===== src/rtl/alu_if.sv =====
// Operand/result bundle for the ALU: requester drives operands, ALU drives result and flags.
interface alu_if #(
  parameter int WIDTH = 4
);
  logic [WIDTH-1:0] A;
  logic [WIDTH-1:0] B;
  logic [2:0]       sel;
  logic             in_valid;
  logic [WIDTH-1:0] result;
  logic             out_valid;
  logic             carry;
  logic             zero;
  logic             overflow;

  modport master (
    output A, B, sel, in_valid,
    input  result, out_valid, carry, zero, overflow
  );

  modport slave (
    input  A, B, sel, in_valid,
    output result, out_valid, carry, zero, overflow
  );
endinterface


===== src/rtl/alu.sv =====
// Registered 8-op ALU; 1-cycle latency, one result per cycle, no backpressure (always ready).
// Flags carry/zero/overflow exist only when ALU_FLAGS_EN is defined, else tied to 0.
module alu #(
  parameter int WIDTH = 4
) (
  input  logic  clk,
  input  logic  rst_n,
  alu_if.slave  bus
);
  localparam int MSB = WIDTH - 1;

  logic [WIDTH-1:0] result_d, result_q;
  logic             out_valid_q;

  always_comb begin
    result_d = '0;
    case (bus.sel)
      3'b000:  result_d = bus.A + bus.B;
      3'b001:  result_d = bus.A - bus.B;
      3'b010:  result_d = bus.A & bus.B;
      3'b011:  result_d = bus.A | bus.B;
      3'b100:  result_d = ~bus.A;
      3'b101:  result_d = bus.A ^ bus.B;
      3'b110:  result_d = {bus.A[MSB-1:0], 1'b0};
      3'b111:  result_d = {1'b0, bus.A[MSB:1]};
      default: result_d = '0;
    endcase
  end

  always_ff @(posedge clk or negedge rst_n) begin
    if (!rst_n) begin
      result_q    <= '0;
      out_valid_q <= 1'b0;
    end else begin
      out_valid_q <= bus.in_valid;
      if (bus.in_valid) result_q <= result_d;
    end
  end

  assign bus.result    = result_q;
  assign bus.out_valid = out_valid_q;

`ifdef ALU_FLAGS_EN
  logic [WIDTH:0] sum_w, diff_w;
  logic           carry_d, carry_q;
  logic           ovf_d, ovf_q;
  logic           zero_d, zero_q;

  // Extra MSB of the widened add/sub is carry-out resp. borrow.
  assign sum_w  = {1'b0, bus.A} + {1'b0, bus.B};
  assign diff_w = {1'b0, bus.A} - {1'b0, bus.B};

  always_comb begin
    carry_d = 1'b0;
    ovf_d   = 1'b0;
    case (bus.sel)
      3'b000: begin
        carry_d = sum_w[WIDTH];
        ovf_d   = (bus.A[MSB] == bus.B[MSB]) && (result_d[MSB] != bus.A[MSB]);
      end
      3'b001: begin
        carry_d = diff_w[WIDTH];
        ovf_d   = (bus.A[MSB] != bus.B[MSB]) && (result_d[MSB] != bus.A[MSB]);
      end
      3'b110:  carry_d = bus.A[MSB];
      3'b111:  carry_d = bus.A[0];
      default: begin
        carry_d = 1'b0;
        ovf_d   = 1'b0;
      end
    endcase
    zero_d = (result_d == '0);
  end

  always_ff @(posedge clk or negedge rst_n) begin
    if (!rst_n) begin
      carry_q <= 1'b0;
      zero_q  <= 1'b1;
      ovf_q   <= 1'b0;
    end else if (bus.in_valid) begin
      carry_q <= carry_d;
      zero_q  <= zero_d;
      ovf_q   <= ovf_d;
    end
  end

  assign bus.carry    = carry_q;
  assign bus.zero     = zero_q;
  assign bus.overflow = ovf_q;
`else
  assign bus.carry    = 1'b0;
  assign bus.zero     = 1'b0;
  assign bus.overflow = 1'b0;
`endif
endmodule


===== src/flat_wrapper.sv =====
// flat-port wrapper written by rule: the top's interface ports become plain ports
module alu_flat 
#(
  parameter int WIDTH = 4
)
  (clk, rst_n, bus_A, bus_B, bus_sel, bus_in_valid, bus_result, bus_out_valid, bus_carry, bus_zero, bus_overflow);
  alu_if #(.WIDTH(WIDTH)) bus_i ();
  input  logic clk;
  input  logic rst_n;
  input wire logic [$bits(bus_i.A)-1:0] bus_A;
  input wire logic [$bits(bus_i.B)-1:0] bus_B;
  input wire logic [$bits(bus_i.sel)-1:0] bus_sel;
  input wire logic [$bits(bus_i.in_valid)-1:0] bus_in_valid;
  output wire logic [$bits(bus_i.result)-1:0] bus_result;
  output wire logic [$bits(bus_i.out_valid)-1:0] bus_out_valid;
  output wire logic [$bits(bus_i.carry)-1:0] bus_carry;
  output wire logic [$bits(bus_i.zero)-1:0] bus_zero;
  output wire logic [$bits(bus_i.overflow)-1:0] bus_overflow;
  assign bus_i.A = bus_A;
  assign bus_i.B = bus_B;
  assign bus_i.sel = bus_sel;
  assign bus_i.in_valid = bus_in_valid;
  assign bus_result = bus_i.result;
  assign bus_out_valid = bus_i.out_valid;
  assign bus_carry = bus_i.carry;
  assign bus_zero = bus_i.zero;
  assign bus_overflow = bus_i.overflow;
  alu #(.WIDTH(WIDTH)) u_core (.clk(clk), .rst_n(rst_n), .bus(bus_i));
endmodule

===== config.mk =====
export PLATFORM = sky130hd
export DESIGN_NAME = alu_flat
export DESIGN_NICKNAME = d
export VERILOG_FILES = /design/src/rtl/alu_if.sv /design/src/rtl/alu.sv /design/src/flat_wrapper.sv
export SDC_FILE = /design/constraint.sdc
export NUM_CORES = 1
export LEC_CHECK = 0
export ABC_AREA = 1
export BUFFER_PORTS_ARGS = -buffer_cell sky130_fd_sc_hd__clkbuf_2
export CORE_MARGIN = 2
export CORE_UTILIZATION = 51
export DETAILED_ROUTE_END_ITERATION = 6
export PLACE_DENSITY = 0.81
export SLEW_MARGIN = 20
export SYNTH_ARGS = -nofsm -noshare
export SYNTH_HDL_FRONTEND = slang
export SYNTH_SLANG_ARGS = --single-unit
export TNS_END_PERCENT = 50

===== constraint.sdc =====
create_clock -name clk -period 0.8 [get_ports clk]
set_input_delay 0.04 -clock clk [delete_from_list [all_inputs] [get_ports clk]]
set_output_delay 0.04 -clock clk [all_outputs]
set_load 0.01 [all_outputs]

# Word level (Yosys, flattened, before mapping)
# Cells that the tools add are included.
# op_classes
n_mul	0
shifts	0
magnitude_cmp	0
div	0
add_sub_neg	2
bitwise	4
n_mux	1
eq_ne	7
reduce_logical	1
# op_table
cell	count
$pmux 4 s8	1
$eq 3x3->1 const B	4
$eq 3x2->1 const B	2
$add 4x4->4	1
$and 4x4->4	1
$not 4->4	1
$or 4x4->4	1
$sub 4x4->4	1
$xor 4x4->4	1
$eq 3x1->1 const B	1
$logic_not 3->1	1
# totals
output_inout_bits	8
wordCells	17
register_bits	5
latch_bits	0
input_bits	14
ramBits	0
mem_bits_ro	0
mem_count	0

# Logic depth before layout (Yosys ltp)
# Gate-level depths: netlist (run 1).
# logic_depth
ltp_word	2
depth_mapped	14
mapped_depth_nobuf	13

# Worst setup path after synthesis (run 1)
# Ideal clock, no wire load.
# synth_timing
path_kind	input-to-reg
from	input bus_sel[2]
to	register u_core.result_q[3], in the netlist u_core.bus.result[3]
path_slack_ns	-0.729
required_time_ns	0.727
setup_ns	0.073
t_arrival_ns	1.456
path_stages	13
path_cell_list	buf_6 -> nor2_8 -> nand2_4 -> o21ai_0 -> inv_1 -> ha_1 -> nand2_1 -> nor2_1 -> nor2_1 -> inv_1 -> nand2_1 -> nand3_2 -> a21oi_2
# synth_via
elab_chain_cells	2
word_cells_on_any_way	9
# synth_rtl
item	line	text
start, declared	flat_wrapper.sv:12	input wire logic [$bits(bus_i.sel)-1:0] bus_sel;
$eq 3x3->1 (tied with other cells)	alu.sv:17	case (bus.sel)
$pmux 4 s8 *	alu.sv:17	
end signal, assigned	alu.sv:36	if (bus.in_valid) result_q <= result_d;
end, declared	alu.sv:12	logic [WIDTH-1:0] result_d, result_q;
# Every way passes the cells marked *; elsewhere a longest branch is shown, timed or not.
# A chain may end at the register's enable or synchronous reset.

# Worst setup path in the final report (run 1)
# layout_timing
from	input bus_B[0]
to	register u_core.result_q[2], in the netlist u_core.bus.result[2]
# layout_via
elab_chain_cells	2
word_cells_on_any_way	3
# layout_rtl
item	line	text
start, declared	flat_wrapper.sv:11	input wire logic [$bits(bus_i.B)-1:0] bus_B;
$sub 4x4->4 / $add 4x4->4 (equally long branches)	alu.sv:19, alu.sv:18	
$pmux 4 s8 *	alu.sv:17	
# Marked as above.

==> summary by stage, run 1 <==
STA
The worst slack on hold paths is roughly 0.023 ns. The peak clock frequency supported by timing is 788 MHz. In the finished design, the share of the clock period the worst path needs comes to 1.59. The number of max-slew violations in the final report is 0. The number of hold violations in the final report is 0. Setup repair after global routing could not meet its margin everywhere. After layout, the worst setup slack is -0.469 ns.

Setup violations remaining at the end of the flow were counted as 5. The routed design could run at a clock period as short as 1.27 ns. The worst clock skew on the final layout is 0 ns. The final-layout setup total negative slack is -1.22 ns.

CTS
TritonCTS built the clock tree. The buffer type at the clock tree root is sky130_fd_sc_hd__clkbuf_4. CTS built an H-tree with a depth of 1. The number of sinks on the clock net is 5.

Clock tree synthesis inserted a total of 3 buffers. The clock-pin transition on the worst setup and hold timing paths is 0.04 ns. The longest clock path from root to sink contains 2 buffers. The clock latency reported for the late side of the worst-skew pair is 0.25 ns.

Floorplanning
The floorplan step set the die width to 43.9 µm. For this configuration, the core starts out at a cell density of 0.540. The die covers 1930 µm².

The height of the die is 43.9 µm. In this run the standard cell core region covers 1510 µm². The number of top-level design ports is 22. The floorplan has 14 rows.

Setup path
The worst reg2reg path startpoint is u_core.bus.result[3]. The arrival time reported for the critical path endpoint is roughly 1.4 ns. The path depth of the worst reg2reg path is 2.

STA classifies the critical path endpoint as a register. By startpoint and endpoint, the worst setup path is classified as in2reg. The startpoint type of the worst setup path is an input port. For flop-to-flop paths, the worst setup slack is ~0.13 ns.

For the worst setup path, the data required time is between 0.9 and 1 ns. Of all nets on the critical path, the largest fanout is 3. The reg-to-reg endpoint is u_core.bus.result[3].

Synth
The proportion of synthesized chip area in sequential cells is 0.154. In this run, synthesis inferred 0 flip-flops with an integrated enable. Each instance of the synthesized netlist takes up on average 6.83 µm². The total of flip-flops plus latches after synthesis is 5. The area share of the largest cell type after synthesis is 0.185. During synthesis, Yosys emitted a total of 0 warnings. In this run, distinct cell masters in the synthesized netlist total 24. Of all flip-flops after synthesis, the portion carrying an async set or reset was 1.00. The cell area that synthesis handed to floorplanning was ~810 µm². After synthesis, the cell types taking the most area are sky130_fd_sc_hd__ha_1, sky130_fd_sc_hd__dfrtp_1, sky130_fd_sc_hd__inv_1. The biggest area contributor in the post-synthesis netlist is sky130_fd_sc_hd__ha_1. The primary flip-flop cell chosen by synthesis mapping is sky130_fd_sc_hd__dfrtp_1. The number of cells produced by synthesis is 119.

Power
The power density over the cells is 1070 nW/µm². The largest vdd supply drop is 0.000599 V. The net switching fraction of the power is 0.385. The leakage power figure is 0.000676 µW. Of the total power, combinational logic draws 0.508.

The internal power contribution is a little under 800 µW. The clock network fraction of design power is 0.249. The power spent charging and discharging nets is ~480 µW. The sequential share of power is 0.243.

Finish
The area occupied by registers is roughly 130 µm². Once layout is done, the placed cells without fillers occupy 1180 µm². Relative to the synthesized area, the layout overhead comes to 44.6%. The most common library cell in the layout ignoring fill and taps is sky130_fd_sc_hd__buf_4.

The net count of the finished layout is 190. Summing all multi-input logic gate instances after layout gives slightly above 600 µm². In the layout the commonest cells are sky130_fd_sc_hd__buf_4, sky130_fd_sc_hd__nand2_1, sky130_fd_sc_hd__inv_1. Fill cells in the final layout number 114.

Of the cells placed in the final design, the portion with a size suffix greater than 1 is 0.401. The number of antenna diodes is 0. Leaving out filler cells and counting taps, the final layout contains 178.

Worst hold path
The path with the worst hold slack has its endpoint at u_core.bus.out_valid. The worst hold path begins at bus_in_valid. The class of the tightest hold or removal check is in2reg. Along the worst hold path, the cell count comes to 2.

Placement
The routability congestion estimate is 0.869. Once placement finished, the instance area stood at roughly 1100 µm². The worst slack at placement is -0.790 ns. The sum of net half-perimeters after detailed placement is 1.73 mm. The placed instance count is around 170. Buffers placed on the I/O ports in this run total 18.

Status
The run finished, with violations left. The final reports fail on negative setup slack.

Global routing
The wire length of the first global-routing pass is between 3 and 4 mm. The via count of the first global-routing pass is 852. After global routing the overflow that remains totals 0.

The number of antenna violations at the first check in global routing came to 0. For this run, the total global-route usage over all layers was measured as 0.249. The pin count of the biggest net entering global routing is 10.

Drt
The total iterations of the first detailed-routing run is 4. The DRC violation total after the first TritonRoute iteration is 24. The count of nets left with antenna violations once routing finished came out at 0.

The final layout contains routed wiring with a total length of 2.20 mm. The average routed wire per standard cell is 12.4 µm. For this run, design rule violations remaining after detail routing come to 0. The number of vias after detailed routing is 921. In the routed layout, each cell is associated on average with a via count of 5.17.

Run
The number of max-cap violations is 0.
## worst max-delay path by stage
stage / from / endpoint / slack [ns] / cells after the start
after floorplan: bus_sel[1] / u_core.bus.result[3] / -0.60 / 12
after global placement: bus_B[0] / u_core.bus.result[3] / -0.74 / 13
after detailed placement: bus_B[0] / u_core.bus.result[3] / -0.79 / 13
after CTS: bus_B[1] / u_core.bus.result[3] / -0.51 / 13
after global routing: bus_B[1] / u_core.bus.result[3] / -0.57 / 13
final: bus_B[0] / u_core.bus.result[2] / -0.47 / 12
## power groups by stage
stage	Combinational, µW	Clock (µW)	Sequential, µW
6_report	639	314	306
5_1_grt	703	342	306
4_1_cts	596	330	304
3_5_place_dp	564	0	307
3_3_place_gp	540	0	304
2_1_floorplan	342	0	322
## critical path: stages
cell,delay [ns]
sky130_fd_sc_hd__buf_8,0.08
sky130_fd_sc_hd__inv_4,0.03
sky130_fd_sc_hd__ha_4,0.15
sky130_fd_sc_hd__a21oi_2,0.11
sky130_fd_sc_hd__xor2_1,0.18
sky130_fd_sc_hd__ha_1,0.28
sky130_fd_sc_hd__buf_4,0.15
sky130_fd_sc_hd__xnor2_1,0.13
sky130_fd_sc_hd__o21ai_1,0.12
sky130_fd_sc_hd__inv_1,0.05
sky130_fd_sc_hd__nand2_1,0.05
sky130_fd_sc_hd__nand2_1,0.04
## sequential cells by signal (all words and copies together), names as in the netlist
| register | count |
|---|---|
| u_core.bus.out_valid | 1 |
| u_core.bus.result | 4 |
## cell type report
type,instances,share of cell area
Sequential cell,5,0.106
Clock buffer,4,0.0223
Multi-Input combinational cell,86,0.513
Timing Repair Buffer,43,0.261
Inverter,24,0.0809
Tap cell,16,0.0170
## cells by family (layout without fill, tap and decap cells)
kind of cell	Yosys count	in the layout	share of synthesized area
other	1	3	0.00461
buffers and inverters	30	71	0.180
AOI/OAI and AO/OA	15	15	0.106
and+or+nand+nor	53	53	0.325
xor gates and xnor gates	2	2	0.0215
adders and majority gates	13	13	0.209
DFF	5	5	0.154
## cells in the mapped netlist, types with 3 or more instances
master	count
sky130_fd_sc_hd__dfrtp_1	5
sky130_fd_sc_hd__buf_4	3
sky130_fd_sc_hd__ha_1	12
sky130_fd_sc_hd__buf_6	3
sky130_fd_sc_hd__nand4_1	4
sky130_fd_sc_hd__nor2_1	13
sky130_fd_sc_hd__o22ai_1	6
sky130_fd_sc_hd__nand3_1	7
sky130_fd_sc_hd__o21ai_0	3
sky130_fd_sc_hd__a21oi_1	4
sky130_fd_sc_hd__inv_1	23
sky130_fd_sc_hd__nand2_1	22
sky130_fd_sc_hd__nand3_2	3
## layer usage
layer	wire, µm	vias up	part of all wire	GRT usage
li1	-	460	-	-
met1	827	413	0.38	0.286
met2	1230	43	0.56	0.456
met3	124	5	0.056	0.0500
met4	23	0	0.010	0.0788
met5	0	-	0	0
## stage by stage
| step | utilization | total power (µW) |
|---|---|---|
| floorplan | - | 664 |
| global placement | 0.705 | 844 |
| detailed placement | 0.705 | 871 |
| CTS | 0.743 | 1230 |
| global route | 0.781 | 1350 |
| finish | 0.781 | 1260 |
## what timing repair did
item / in CTS / in global routing
resized for setup: 6 / 13
hold endpoints to repair: 5 / 0
setup buffers: 0 / 2
setup endpoints to repair: 6 / 8
hold buffers: 1 / 0
gates cloned: 0 / 0
pin swaps: 10 / 9
(Power assumes the default switching activity.)
==> run 2, diff against run 1 <==
Settings changed: CELL_PAD_IN_SITES_DETAIL_PLACEMENT set to 1, CELL_PAD_IN_SITES_GLOBAL_PLACEMENT set to 1, CORE_ASPECT_RATIO set to 0.8, CORE_UTILIZATION 51 to 36, PLACE_DENSITY 0.81 to 0.82.
==> run 2 against run 1 <==
Core utilization decreased by 18 points. Die area increased by 38%. Setup slack got worse by 0.14 ns. Final cell count increased by 7.9%. Flip-flop and latch count unchanged. Largest cell class unchanged. Clock-buffer cell count unchanged. Clock power increased by 8.6%. The run still ends with negative setup slack left. Sequential share of layout area decreased by 0.85 points. Combinational power increased by 23%.
==> summary by stage, run 2 (synthesis results as in run 1) <==
Drt
The total iterations of the first detailed-routing run was 4 (unchanged). The total wire length is 3.67 mm (+67%). The total DRC errors in the routed layout was 0 (unchanged). The count of nets left with antenna violations after detail routing is 0 (unchanged).

The DRC violation total after the first TritonRoute iteration is 31 (+29%). The average routed wire per standard cell is 19.1 µm (+54%). The number of vias after detailed routing is 1,058 (+15%). The ratio of routed vias to standard cells was 5.51 (+6.5%).

Placement
The routability congestion estimate is 0.875 (+0.77%). The number of buffer cells added on primary ports is 18 (unchanged). The sum of net half-perimeters after detailed placement came to 2.37 mm (+37%). The placed instance count was 184 (+7.6%).

Setup path
The highest net fanout along the worst path is 3 (unchanged). The startpoint type of the worst setup path is an input port. The maximum single-stage delay on the critical path was 0.30 ns (+0.02 ns). The class of the most critical setup path is in2reg. The critical path goes through buf_6 -> inv_4 -> ha_4 -> a21oi_4 -> xor2_1 -> ha_1 -> buf_6 -> xnor2_1 -> o21ai_1 -> inv_1 -> nand2_1 -> nand2_1. The critical-path cell with the highest stage delay is sky130_fd_sc_hd__ha_1. The endpoint class of the critical path is a register. The data required time of the critical path came to 0.94 ns (about the same).

The arrival time reported for the critical path endpoint was 1.54 ns (+0.12 ns).

Floorplanning
The cell row count is 15 (+1). The core footprint was 2140 µm² (+42%). The height of the die was 46.5 µm (+5.9%). The effective utilization at floorplan is 0.380 (-0.160). The number of top-level design ports was 22 (unchanged). The width of the die is 57.1 µm (+30%). The die outline area is 2660 µm² (+38%).

STA
The minimum clock period is 1.41 ns (+0.139 ns). The final-layout setup total negative slack is -1.73 ns (-0.511 ns). Setup repair after global routing could not meet its margin everywhere. The number of max-slew violations in the final report is 0 (unchanged). The total setup violations reported at the end of the flow is 7 (+2). The worst clock skew on the final layout came to 0 ns (unchanged).

The number of hold violations in the final report was 0 (unchanged). The peak clock frequency supported by timing is 710 MHz (-9.9%). The post-route worst setup slack is -0.608 ns (-0.139 ns).

The final clock period utilization by the worst path is 1.76 (+0.174).

Finish
The number of antenna diodes is 0 (unchanged). The share of final-layout standard cells stronger than drive strength 1 is 0.473 (+0.0718). From synthesis to final layout, the design area changed by 57.2%. The top cell types in the final layout, fill and taps aside, are sky130_fd_sc_hd__buf_4, sky130_fd_sc_hd__inv_1, sky130_fd_sc_hd__nand2_1. The flip-flop count of the largest register, all copies and words added is 4 (unchanged). Leaving out fill and tap cells, the most frequent cell in the layout is sky130_fd_sc_hd__buf_4. The count of nets after finishing is 195 (+2.6%). The final non-filler cell total is 192 (+7.9%). The utilization after layout was 0.598 (-0.183).

CTS
TritonCTS built the clock tree. The number of sinks on the clock net was 5 (unchanged). The H-tree depth is 1 (unchanged). The tree is rooted in a sky130_fd_sc_hd__clkbuf_4. The clock-pin transition on the worst setup and hold timing paths is 0.06 ns (+0.02 ns).

The total clock buffers created by CTS came to 3 (unchanged). The maximum count of clock buffers along a single path is 2 (unchanged). The clock latency reported for the late side of the worst-skew pair is 0.26 ns (about the same).

Global routing
The wire length of the first global-routing pass is 4.97 mm (+42%). The number of antenna violations at the first check in global routing is 0 (unchanged). The all-layer global routing usage came to 0.263 (+0.0135).

The pin count of the biggest net entering global routing was 10 (unchanged). The total overflow reported by the global router was 0 (unchanged). The via count of the first global-routing pass is 998 (+17%).

Power
The overall power after layout is 1430 µW (+14%). The power density over the cells is 1120 nW/µm² (+4.6%). The leakage power figure was 0.000708 µW (+4.8%). The largest vdd supply drop came to 0.000710 V (+19%).

Run
The number of max-cap violations is 0 (unchanged).

Status
The final reports fail on negative setup slack. The flow ran to the end, but the final reports show violations.

Worst hold path
The class of the tightest hold or removal check is in2reg.
==> run 2: repair_timing <==
item / in CTS / in global routing
gates resized for setup: 12 / 19
hold buffers: 1 / 0
hold endpoints to repair: 5 / 0
setup endpoints to repair: 7 / 9
pin swaps: 16 / 10
setup buffers: 4 / 0
==> run 2: metrics by stage <==
stage / cell area, µm² / hold slack, ns / worst slack [ns]
6_report: 1280 / 0.0393 / -0.608
5_1_grt: 1280 / 0.0408 / -0.735
4_1_cts: 1220 / 0.0431 / -0.617
3_5_place_dp: 1100 / -0.126 / -0.875
3_3_place_gp: 1100 / -0.142 / -0.766
2_1_floorplan: 843 / -0.256 / -0.598
==> run 2: final cells by class <==
class                           count  area, µm²
Clock buffer                        4       26.3
Sequential cell                     5        125
Timing Repair Buffer               48        348
Inverter                           24       95.1
Tap cell                           25       31.3
Multi-Input combinational cell     86        653
Fill cell                         279        861
==> run 2: worst paths after layout <==
path,startpoint,cells after the start,slack [ns],endpoint
setup / recovery,bus_B[1],12,-0.61,u_core.bus.result[2]
hold / removal,bus_in_valid,2,0.04,u_core.bus.out_valid
setup reg to reg,u_core.bus.result[3],2,0.13,u_core.bus.result[3]
hold reg to reg,u_core.bus.result[2],2,0.53,u_core.bus.result[2]
max in group asynchronous,rst_n,2,0.48,u_core.bus.result[3]
min in group asynchronous,rst_n,2,0.15,u_core.bus.result[0]
==> run 2: worst max-delay path, delay by kind of cell <==
family	cells	cell delay, ns
fa+ha+maj	2	0.46
buf+inv	4	0.33
xor+xnor	2	0.28
compound gates	2	0.26
simple gates	2	0.17
==> run 2: power breakdown <==
part / total, µW / internal (µW) / leakage, µW / switching, µW
Sequential: 306 / 286 / 0.0000596 / 20.2
Combinational: 785 / 342 / 0.000633 / 443
Clock: 341 / 192 / 0.0000150 / 149
==> run 2: routing by layer <==
layer,part of all wire,track usage,vias to the layer above
met5,0,0,-
met4,0.038,0.130,0
met3,0.071,0.0506,14
met2,0.50,0.476,56
met1,0.39,0.303,521
li1,-,-,467
==> run 3, diff against run 2 <==
Settings changed: CORE_ASPECT_RATIO 0.8 to 0.7, SKIP_CTS_REPAIR_TIMING set to 1.
==> run 3 against run 2 <==
The flow still finishes with violations (negative setup slack). Power is 4.4% lower. Highest routed layer unchanged. Hold slack better by 0.0048 ns. Clock-buffer cell count stayed put. Via count is 4.8% lower. Clock skew stayed put. Routed wire length is 2.8% lower. Critical path depth stayed put. Final cell count is 4.7% higher. Critical path type unchanged.
==> summary by stage, run 3 (synthesis results as in run 1) <==
Setup path
The arrival time reported for the critical path endpoint is 1.49 ns (-0.05 ns). The highest net fanout along the worst path is 3 (unchanged). STA classifies the critical path endpoint as a register. The worst setup path is launched from an input port. The data required time of the critical path is 0.93 ns (about the same). The class of the most critical setup path is in2reg.

Finish
The library cells used most frequently in the layout, excluding fill and tap cells, are sky130_fd_sc_hd__buf_4, sky130_fd_sc_hd__inv_1, sky130_fd_sc_hd__nand2_1. The number of antenna diodes is 0 (unchanged). The count of nets after finishing was 197 (+1.0%). The library cell used most frequently in the layout, excluding fill and tap cells, is sky130_fd_sc_hd__buf_4. The flip-flop count of the largest register, all copies and words added is 4 (unchanged).

The share of final-layout standard cells stronger than drive strength 1 is 0.462 (-0.0115). The utilization after layout is 0.604 (+0.00597). The synthesis-to-finish area growth is 58.6%. The post-route standard cell area excluding fillers was 1290 µm² (+0.88%). The final non-filler cell total was 201 (+4.7%).

Placement
The sum of net half-perimeters after detailed placement is 2.53 mm (+6.7%). The area of placed instances is 1130 µm² (+2.2%). The number of buffer cells added on primary ports came to 18 (unchanged). The routability congestion estimate came to 0.876 (+0.13%). The placed instance count is 193 (+4.9%).

Drt
The total iterations of the first detailed-routing run is 4 (unchanged). The average routed wire per standard cell is 17.7 µm (-7.1%). The DRC violation total after the first TritonRoute iteration came to 86 (+180%). The total DRC errors in the routed layout was 0 (unchanged).

The count of nets left with antenna violations after detail routing is 0 (unchanged). The ratio of routed vias to standard cells is 5.01 (-9.1%). The number of vias after detailed routing is 1,007 (-4.8%). The total wire length is 3.57 mm (-2.8%).

STA
The total setup violations reported at the end of the flow is 8 (+1). Setup repair after global routing could not meet its margin everywhere. The peak clock frequency supported by timing is 737 MHz (+3.9%). The worst clock skew on the final layout is 0 ns (unchanged).

The number of hold violations in the final report was 0 (unchanged). The minimum clock period was 1.36 ns (-0.0523 ns). The final clock period utilization by the worst path is 1.69 (-0.0654).

The post-route worst setup slack is -0.556 ns (+0.0523 ns). The number of max-slew violations in the final report came to 0 (unchanged).

Global routing
The pin count of the biggest net entering global routing is 10 (unchanged). The via count of the first global-routing pass is 997 (-0.10%). The number of antenna violations at the first check in global routing is 0 (unchanged). The total overflow reported by the global router was 0 (unchanged). The wire length of the first global-routing pass is 4.71 mm (-5.4%).

The all-layer global routing usage is 0.246 (-0.0171).

CTS
The maximum count of clock buffers along a single path came to 2 (unchanged). The total clock buffers created by CTS is 3 (unchanged). The clock-pin transition on the worst setup and hold timing paths came to 0.05 ns (about the same). The clock latency reported for the late side of the worst-skew pair is 0.25 ns (about the same).

TritonCTS built the clock tree. In this run the clock root is driven by a sky130_fd_sc_hd__clkbuf_4. The H-tree depth came to 1 (unchanged). The number of sinks on the clock net came to 5 (unchanged).

Floorplanning
The effective utilization at floorplan was 0.381 (+0.000445). The number of top-level design ports is 22 (unchanged). The height of the die is 43.8 µm (-5.9%). The cell row count is 14 (-1). The width of the die is 60.8 µm (+6.4%). The core footprint was 2140 µm² (-0.12%). The die outline area is 2660 µm² (+0.14%).

Run
The number of max-cap violations was 0 (unchanged).

Status
The flow ran to the end, but the final reports show violations. The final reports fail on negative setup slack.

Power
The overall power after layout was 1370 µW (-4.4%). The power density over the cells is 1060 nW/µm² (-5.3%). The leakage power figure came to 0.000714 µW (+0.80%).

The largest vdd supply drop was 0.000853 V (+20%).

Worst hold path
The class of the tightest hold or removal check is in2reg.
==> run 3: cell count changes in the layout (fill, tap and decap cells not counted), sizes merged <==
cell,change
buf,+2
==> run 3: critical path, cell delays in order <==
cell,delay [ns]
sky130_fd_sc_hd__buf_8,0.08
sky130_fd_sc_hd__inv_6,0.04
sky130_fd_sc_hd__ha_4,0.15
sky130_fd_sc_hd__a21oi_2,0.11
sky130_fd_sc_hd__xor2_1,0.17
sky130_fd_sc_hd__ha_1,0.28
sky130_fd_sc_hd__buf_4,0.15
sky130_fd_sc_hd__xnor2_1,0.11
sky130_fd_sc_hd__o21ai_1,0.14
sky130_fd_sc_hd__inv_1,0.07
sky130_fd_sc_hd__nand2_1,0.08
sky130_fd_sc_hd__nand2_1,0.07
==> run 3: where the power goes <==
part	total [µW]	switching (µW)	leakage, µW	internal (µW)
sequential	309	23.0	0.0000596	286
combinational	753	420	0.000639	333
clock	305	116	0.0000150	189
==> run 3: final timing paths <==
path,start,to,slack (ns),depth (start not counted)
max,bus_B[1],u_core.bus.result[2],-0.56,12
min,bus_in_valid,u_core.bus.out_valid,0.04,2
max reg2reg,u_core.bus.result[0],u_core.bus.result[0],0.07,2
min reg2reg,u_core.bus.result[1],u_core.bus.result[1],0.53,2
max in group asynchronous,rst_n,u_core.bus.result[3],0.50,2
min in group asynchronous,rst_n,u_core.bus.result[0],0.14,2
==> run 3: layout make-up <==
type / instances / area (µm²)
well taps: 32 / 40.0
repair buffers: 50 / 355
inverters: 24 / 97.6
clock buffers: 4 / 26.3
multi-input cells: 86 / 646
fillers: 284 / 847
flip-flops and latches: 5 / 125
==> run 3: per-layer routing <==
layer	up-vias	routed length, µm	global-route usage
met1	489	1620	0.354
met3	6	178	0.0448
met2	33	1720	0.400
li1	479	-	-
met4	0	46	0.0174
met5	-	0	0
==> run 3: per-stage QoR <==
step | setup TNS (ns) | worst slack [ns] | hold WS (ns)
floorplan | -1.67 | -0.598 | -0.256
global placement | -2.31 | -0.767 | -0.142
detailed placement | -2.65 | -0.844 | -0.136
CTS | -1.67 | -0.600 | -0.402
global route | -2.03 | -0.691 | 0.0370
finish | -1.58 | -0.556 | 0.0441
